<file path="src/rtl/ram_march_pkg.sv">
// Shared types for the RAM march self-test driver.
// Contents: FSM state encoding and per-cycle RAM operation codes.
package ram_march_pkg;

   typedef enum logic [2:0] {
      IDLE,
      W0,
      R0W1,
      R1,
      DRAIN,
      DONE
   } state_t;

   typedef enum logic [1:0] {
      OP_NOP,
      OP_WR,
      OP_RD
   } op_t;

endpackage

</file>
<file path="src/rtl/ram_march_driver_if.sv">
// Single-port RAM bus between the march driver and one RAM instance.
// Ports: we, addr, data_in (driver to RAM); data_out (RAM to driver).
interface ram_march_driver_if #(
   parameter int DATA_WIDTH = 8,
   parameter int ADDR_WIDTH = 8
);

   logic                  we;
   logic [ADDR_WIDTH-1:0] addr;
   logic [DATA_WIDTH-1:0] data_in;
   logic [DATA_WIDTH-1:0] data_out;

   modport master (
      output we,
      output addr,
      output data_in,
      input  data_out
   );

   modport slave (
      input  we,
      input  addr,
      input  data_in,
      output data_out
   );

endinterface

</file>
<file path="src/rtl/ram_march_checker.sv">
// Read-data checker: delays expected word/address by the RAM read latency,
// compares, latches the first failing address, counts misses (saturating).
// Ports: clk, rst, clr, rd_vld/rd_exp/rd_addr (issued read), rdata,
// fail_addr, fail_count.
module ram_march_checker #(
   parameter int DATA_WIDTH   = 8,
   parameter int ADDR_WIDTH   = 8,
   parameter int READ_LATENCY = 1,
   parameter int CNT_WIDTH    = 16
) (
   input  logic                  clk,
   input  logic                  rst,
   input  logic                  clr,
   input  logic                  rd_vld,
   input  logic [DATA_WIDTH-1:0] rd_exp,
   input  logic [ADDR_WIDTH-1:0] rd_addr,
   input  logic [DATA_WIDTH-1:0] rdata,
   output logic [ADDR_WIDTH-1:0] fail_addr,
   output logic [CNT_WIDTH-1:0]  fail_count
);

   localparam int L = READ_LATENCY;
   localparam logic [CNT_WIDTH-1:0] C_MAX = {CNT_WIDTH{1'b1}};

   logic                  vld_q [L];
   logic [DATA_WIDTH-1:0] exp_q [L];
   logic [ADDR_WIDTH-1:0] adr_q [L];
   logic                  miss;

   always_ff @(posedge clk) begin
      if (rst || clr) begin
         for (int i = 0; i < L; i++) vld_q[i] <= 1'b0;
      end else begin
         vld_q[0] <= rd_vld;
         for (int i = 1; i < L; i++) vld_q[i] <= vld_q[i-1];
      end
   end

   always_ff @(posedge clk) begin
      exp_q[0] <= rd_exp;
      adr_q[0] <= rd_addr;
      for (int i = 1; i < L; i++) begin
         exp_q[i] <= exp_q[i-1];
         adr_q[i] <= adr_q[i-1];
      end
   end

   assign miss = vld_q[L-1] && (rdata != exp_q[L-1]);

   // A zero count means no miss seen yet this run; saturation never
   // returns the count to zero, so it doubles as the first-miss flag.
   always_ff @(posedge clk) begin
      if (rst || clr) begin
         fail_addr  <= '0;
         fail_count <= '0;
      end else if (miss) begin
         if (fail_count == '0) fail_addr <= adr_q[L-1];
         if (fail_count != C_MAX) begin
            fail_count <= fail_count + CNT_WIDTH'(1);
         end
      end
   end

endmodule

</file>
<file path="src/rtl/ram_march_driver.sv">
// March self-test initiator: W0(P) up, R0(P)/W1(~P) up, R1(~P) down.
// Ports: clk, rst, start, pattern, busy, done, pass, fail_addr,
// fail_count, ram (RAM bus master).
module ram_march_driver
   import ram_march_pkg::*;
#(
   parameter int DATA_WIDTH   = 8,
   parameter int ADDR_WIDTH   = 8,
   parameter int READ_LATENCY = 1,
   parameter int CNT_WIDTH    = 16
) (
   input  logic                  clk,
   input  logic                  rst,
   input  logic                  start,
   input  logic [DATA_WIDTH-1:0] pattern,
   output logic                  busy,
   output logic                  done,
   output logic                  pass,
   output logic [ADDR_WIDTH-1:0] fail_addr,
   output logic [CNT_WIDTH-1:0]  fail_count,
   ram_march_driver_if.master    ram
);

   localparam logic [ADDR_WIDTH-1:0] A_LAST = {ADDR_WIDTH{1'b1}};
   localparam logic [1:0] D_LAST = 2'(READ_LATENCY - 1);

   state_t                state_q, state_d;
   logic [ADDR_WIDTH-1:0] addr_q, addr_d;
   logic                  sub_q, sub_d;
   logic [1:0]            dcnt_q, dcnt_d;
   logic [DATA_WIDTH-1:0] pat_q, pat_d;
   logic [DATA_WIDTH-1:0] din_q, din_d;
   logic                  pvld_q, pvld_d;
   op_t                   op;
   logic [DATA_WIDTH-1:0] rd_exp;
   logic                  clr;

   always_ff @(posedge clk) begin
      if (rst) begin
         state_q <= IDLE;
         addr_q  <= '0;
         sub_q   <= 1'b0;
         dcnt_q  <= '0;
         pat_q   <= '0;
         din_q   <= '0;
         pvld_q  <= 1'b0;
      end else begin
         state_q <= state_d;
         addr_q  <= addr_d;
         sub_q   <= sub_d;
         dcnt_q  <= dcnt_d;
         pat_q   <= pat_d;
         din_q   <= din_d;
         pvld_q  <= pvld_d;
      end
   end

   // sub_q selects the R0W1 half-cycle: 0 = read, 1 = write back ~P.
   always_comb begin
      state_d = state_q;
      addr_d  = addr_q;
      sub_d   = sub_q;
      dcnt_d  = dcnt_q;
      pat_d   = pat_q;
      din_d   = din_q;
      pvld_d  = pvld_q;
      op      = OP_NOP;
      rd_exp  = pat_q;
      clr     = 1'b0;
      unique case (state_q)
         IDLE: begin
            if (start) begin
               state_d = W0;
               addr_d  = '0;
               sub_d   = 1'b0;
               pat_d   = pattern;
               din_d   = pattern;
               pvld_d  = 1'b0;
               clr     = 1'b1;
            end
         end
         W0: begin
            op = OP_WR;
            if (addr_q == A_LAST) begin
               state_d = R0W1;
               addr_d  = '0;
               sub_d   = 1'b0;
               din_d   = ~pat_q;
            end else begin
               addr_d = addr_q + 1'b1;
            end
         end
         R0W1: begin
            if (!sub_q) begin
               op    = OP_RD;
               sub_d = 1'b1;
            end else begin
               op    = OP_WR;
               sub_d = 1'b0;
               if (addr_q == A_LAST) state_d = R1;
               else addr_d = addr_q + 1'b1;
            end
         end
         R1: begin
            op     = OP_RD;
            rd_exp = ~pat_q;
            if (addr_q == '0) begin
               state_d = DRAIN;
               dcnt_d  = '0;
            end else begin
               addr_d = addr_q - 1'b1;
            end
         end
         DRAIN: begin
            if (dcnt_q == D_LAST) state_d = DONE;
            else dcnt_d = dcnt_q + 2'd1;
         end
         DONE: begin
            pvld_d  = 1'b1;
            state_d = IDLE;
         end
         default: state_d = IDLE;
      endcase
   end

   assign busy        = (state_q != IDLE);
   assign done        = (state_q == DONE);
   assign pass        = (done || pvld_q) && (fail_count == '0);
   assign ram.we      = (op == OP_WR);
   assign ram.addr    = addr_q;
   assign ram.data_in = din_q;

   ram_march_checker #(
      .DATA_WIDTH   (DATA_WIDTH),
      .ADDR_WIDTH   (ADDR_WIDTH),
      .READ_LATENCY (READ_LATENCY),
      .CNT_WIDTH    (CNT_WIDTH)
   ) u_chk (
      .clk        (clk),
      .rst        (rst),
      .clr        (clr),
      .rd_vld     (op == OP_RD),
      .rd_exp     (rd_exp),
      .rd_addr    (addr_q),
      .rdata      (ram.data_out),
      .fail_addr  (fail_addr),
      .fail_count (fail_count)
   );

endmodule

</file>
<file path="src/flat_wrapper.sv">
// flat-port wrapper written by rule: the top's interface ports become plain ports
module ram_march_driver_flat import ram_march_pkg::*;
#(
   parameter int DATA_WIDTH   = 8,
   parameter int ADDR_WIDTH   = 8,
   parameter int READ_LATENCY = 1,
   parameter int CNT_WIDTH    = 16
)
  (clk, rst, start, pattern, busy, done, pass, fail_addr, fail_count, ram_we, ram_addr, ram_data_in, ram_data_out);
  ram_march_driver_if #(.DATA_WIDTH(DATA_WIDTH), .ADDR_WIDTH(ADDR_WIDTH)) ram_i ();
  input  logic clk;
  input  logic rst;
  input  logic start;
  input  logic [DATA_WIDTH-1:0] pattern;
  output logic busy;
  output logic done;
  output logic pass;
  output logic [ADDR_WIDTH-1:0] fail_addr;
  output logic [CNT_WIDTH-1:0] fail_count;
  output wire logic [$bits(ram_i.we)-1:0] ram_we;
  output wire logic [$bits(ram_i.addr)-1:0] ram_addr;
  output wire logic [$bits(ram_i.data_in)-1:0] ram_data_in;
  input wire logic [$bits(ram_i.data_out)-1:0] ram_data_out;
  assign ram_we = ram_i.we;
  assign ram_addr = ram_i.addr;
  assign ram_data_in = ram_i.data_in;
  assign ram_i.data_out = ram_data_out;
  ram_march_driver #(.DATA_WIDTH(DATA_WIDTH), .ADDR_WIDTH(ADDR_WIDTH), .READ_LATENCY(READ_LATENCY), .CNT_WIDTH(CNT_WIDTH)) u_core (.clk(clk), .rst(rst), .start(start), .pattern(pattern), .busy(busy), .done(done), .pass(pass), .fail_addr(fail_addr), .fail_count(fail_count), .ram(ram_i));
endmodule
</file>
<file path="config.mk">
export PLATFORM = sky130hd
export DESIGN_NAME = ram_march_driver_flat
export DESIGN_NICKNAME = d
export VERILOG_FILES = /design/src/rtl/ram_march_pkg.sv /design/src/rtl/ram_march_driver_if.sv /design/src/rtl/ram_march_checker.sv /design/src/rtl/ram_march_driver.sv /design/src/flat_wrapper.sv
export SDC_FILE = /design/constraint.sdc
export NUM_CORES = 1
export LEC_CHECK = 0
export ABC_AREA = 1
export CORE_MARGIN = 1
export CORE_UTILIZATION = 54
export DETAILED_ROUTE_END_ITERATION = 10
export GPL_TIMING_DRIVEN = 0
export PLACE_DENSITY_LB_ADDON = 0.2
export SLEW_MARGIN = 10
export SYNTH_ARGS = -nofsm -noshare
export SYNTH_HDL_FRONTEND = slang
export SYNTH_SLANG_ARGS = --single-unit
export TNS_END_PERCENT = 50
</file>
<file path="constraint.sdc">
create_clock -name clk -period 2.1 [get_ports clk]
set_clock_uncertainty 0.15 [all_clocks]
set_input_delay 0.42 -clock clk [delete_from_list [all_inputs] [get_ports clk]]
set_output_delay 0.42 -clock clk [all_outputs]
set_load 0.01 [all_outputs]
</file>
==> results by group <==
Layout
  – Cell area after layout: 5012 µm²
  – Most common cell after layout, fill and taps aside: nand2_1
  – Inserted Diodes: 0
  – Most frequent cells in the layout: nand2_1 (173), inv_1 (86), dfxtp_1 (68)
  – Nets: 703
  – Share of cells above drive strength 1: 11.57%
  – Area Growth Syn to Fin: 24.99%
  – Core Util, Final: between 60% and 70%

Route
  – DRT iter0 DRCs: ~250
  – TritonRoute pass-1 iters: 5
  – Routed len/inst: approximately 12 µm
  – Routed via count: around 4000
  – ANT nets after route: 0
  – Vias/cell: 5.194
  – Total Wirelength: 9719 µm
  – Residual DRC count: 0

Job
  – Max_cap viols: 0

Yosys
  – Syn. warnings: 0
  – Synthesized cell area: 4010 µm²
  – Seq/Total Area, Yosys: 35.94%
  – Yosys top cell by area: dfxtp_1
  – Synth area leaders: dfxtp_1 (36%), nand2_1 (16%), inv_1 (8.2%), a21oi_1 (4.9%), nand3_1 (4.9%)
  – Synthesized area per cell: 6.650 µm²
  – Synth top area share: 35.94%
  – Register bit total from synthesis: between 70 and 80
  – Netlist cell types: 32
  – Post-Synthesis Cells: between 600 and 700
  – Post-synth net total: 628

Clock tree
  – CTS max path bufs: 2
  – Post-CTS Hold Buffers: 0
  – Worst-path clk slew: around 0.070 ns
  – H-tree Lvls: 3
  – CTS tree: yes
  – Skew-Pair Late Insertion Delay: about 0.34 ns
  – CTS root buffer: clkbuf_8
  – TritonCTS Buffers: 9
  – CTS sink cnt: 72

Floorplanning
  – Die Area: 7775 µm²
  – Height of the chip: between 80 and 90 µm
  – DIE WIDTH: 88.18 µm
  – Initial Utilization: 55.58%
  – Core Region: between 7000 and 8000 µm²
  – Ports: 63
  – Core Rows: 31

Global route
  – Largest net degree at the start of global routing: 12
  – First-pass GRT wire length: 15900 µm
  – GR Util All Layers: 26.30%
  – Initial antenna violation count: 0
  – Vias in the first global route: 3727
  – Gr ovfl total: 0

Worst setup path
  – CP arrival: between 1.5 and 2 ns
  – Critical Path Source: u_core.u_chk.fail_count[4]
  – Largest delay share family, worst path: simple AND/OR/NAND/NOR gates
  – Max incr delay on CP: roughly 0.4 ns
  – CP max-delay cell: dfxtp_1
  – Required @ worst endpoint: about 1.5 ns
  – Crit start category: flop
  – R2R setup slack: about 0.14 ns
  – CP max FO: 7
  – CP endpoint kind: output pin
  – Crit-path cells: nor4_2 > nand2_1 > nor3_1 > buf_2
  – Buf+Inv Stages, Crit Path: 1
  – R2r startpoint: u_core.u_chk.fail_count[0]
  – Crit path kind: flop to output pin

Placed design
  – Port bufs: 62
  – Detailed Place HPWL: 7088 µm
  – Placement Cell Area: 4755 µm²
  – RD Place Congestion: 0.9586

Status
  – Failing checks: negative setup slack
  – Status: finished, violations left

Timing
  – Setup WS post-layout: -0.01527 ns
  – Max_slew headroom: 59.04%
  – Final setup TNS: -0.01527 ns
  – Final setup vio count: 1
  – Slew of the pin with the lowest slew margin: between 0.6 and 0.7 ns
  – Tmin final: 2.115 ns
  – Final Hold Violating Endpoints: 0
  – FMAX: between 0.4 and 0.5 GHz
  – Final Max Tran Viols: 0
  – Fin crit share: 100.7%
  – RSZ-0062 raised after global routing: true

Worst hold path
  – Hold WC Path Type: flop to flop
  – Min-Delay Startpoint: u_core.ram.addr[5]

Power
  – Worst IR Drop VDD: 0.0008378 V
  – Pwr Total: 5.298 mW
  – Leakage Power: about 2.2 nW
  – P per Cell Area: ~1100 nW/µm²
through the flow:
stage	worst slack [ns]	instances	hold WS, ns
2_1_floorplan	0.3626	603	0.2403
3_3_place_gp	-0.1441	764	0.2111
3_5_place_dp	-0.1880	764	0.2119
4_1_cts	-0.05261	781	0.2223
5_1_grt	-0.1013	782	0.2275
6_report	-0.01527	782	0.2192
report_power, final:
group          internal (mW)  total, mW  leakage (nW)  switching (mW)
sequential              1.66       1.87         0.589           0.214
clock                  0.678       1.17         0.113           0.495
combinational          0.868       2.26          1.49            1.39
layout make-up:
type,count,area (µm²)
well taps,99,123.9
clock buffers,14,182.7
plain buffers,17,98.84
fillers,642,2202
repair buffers,64,626.9
multi-input cells,421,2140
clock inverters,2,35.03
flip-flops and latches,72,1451
inverters,93,354.1
path summary, 6_finish.rpt:
path,cells after the start,to
worst max register to register,8,u_core.u_chk.fail_count[3]
worst min-delay path,0,u_core.u_chk.adr_q[0][5]
worst min register to register,0,u_core.u_chk.adr_q[0][5]
worst max-delay path,4,pass
per-layer routing:
metal | wire [µm] | part of all wire [%] | vias up | global-route usage [%]
li1 | - | - | 2060 | -
met5 | 0 | 0 | - | 0
met1 | 4159 | 43 | 1864 | 30.17
met3 | 458 | 4.7 | 18 | 6.880
met2 | 4923 | 51 | 120 | 46.01
met4 | 178 | 1.8 | 0 | 11.29
synth_stat cells:
cell	count
nand3_2	1
a31oi_1	9
nor3_1	3
a21oi_2	2
o21ai_0	25
nor2_1	50
nand3_4	1
o21ai_4	1
buf_6	3
xnor2_1	2
nand2_4	1
o21ai_1	4
xor2_1	16
dfxtp_1	72
nand4_4	1
nand2_2	11
nand3_1	39
a21oi_1	39
nor4_1	1
nand4_2	1
inv_2	4
nand3b_1	2
or2_2	3
inv_4	1
nand4_1	18
ha_1	6
nor2_2	4
buf_2	9
inv_1	88
nand2_1	173
nor2_4	8
clkbuf_1	5
registers in the layout (all words and copies together) (netlist names):
register / flops
u_core.u_chk.vld_q: 1
u_core.sub_q: 1
u_core.pvld_q: 1
u_core.u_chk.fail_addr: 8
u_core.ram.addr: 8
u_core.ram.data_in: 8
u_core.pat_q: 8
u_core.u_chk.exp_q: 8
u_core.state_q: 3
u_core.u_chk.fail_count: 16
u_core.dcnt_q: 2
u_core.u_chk.adr_q: 8
cells by family after synthesis:
family                   Yosys count  share of synthesized area (%)
AO/OA/AOI/OAI                     80                          10.73
AND/OR/NAND/NOR                  317                          36.32
buffers and inverters            110                          11.20
adder cells (fa/ha/maj)            6                          1.872
flip-flops                        72                          35.94
XOR/XNOR                          18                          3.931
what timing repair did:
action | 4_1_cts | 5_1_grt
buffers inserted | 1 | 1
gates cloned | 0 | 0
resized for setup | 17 | 10
setup endpoints to repair | 4 | 16
pin swaps | 1 | 2
Note: power is estimated with default switching activity, not from simulation.
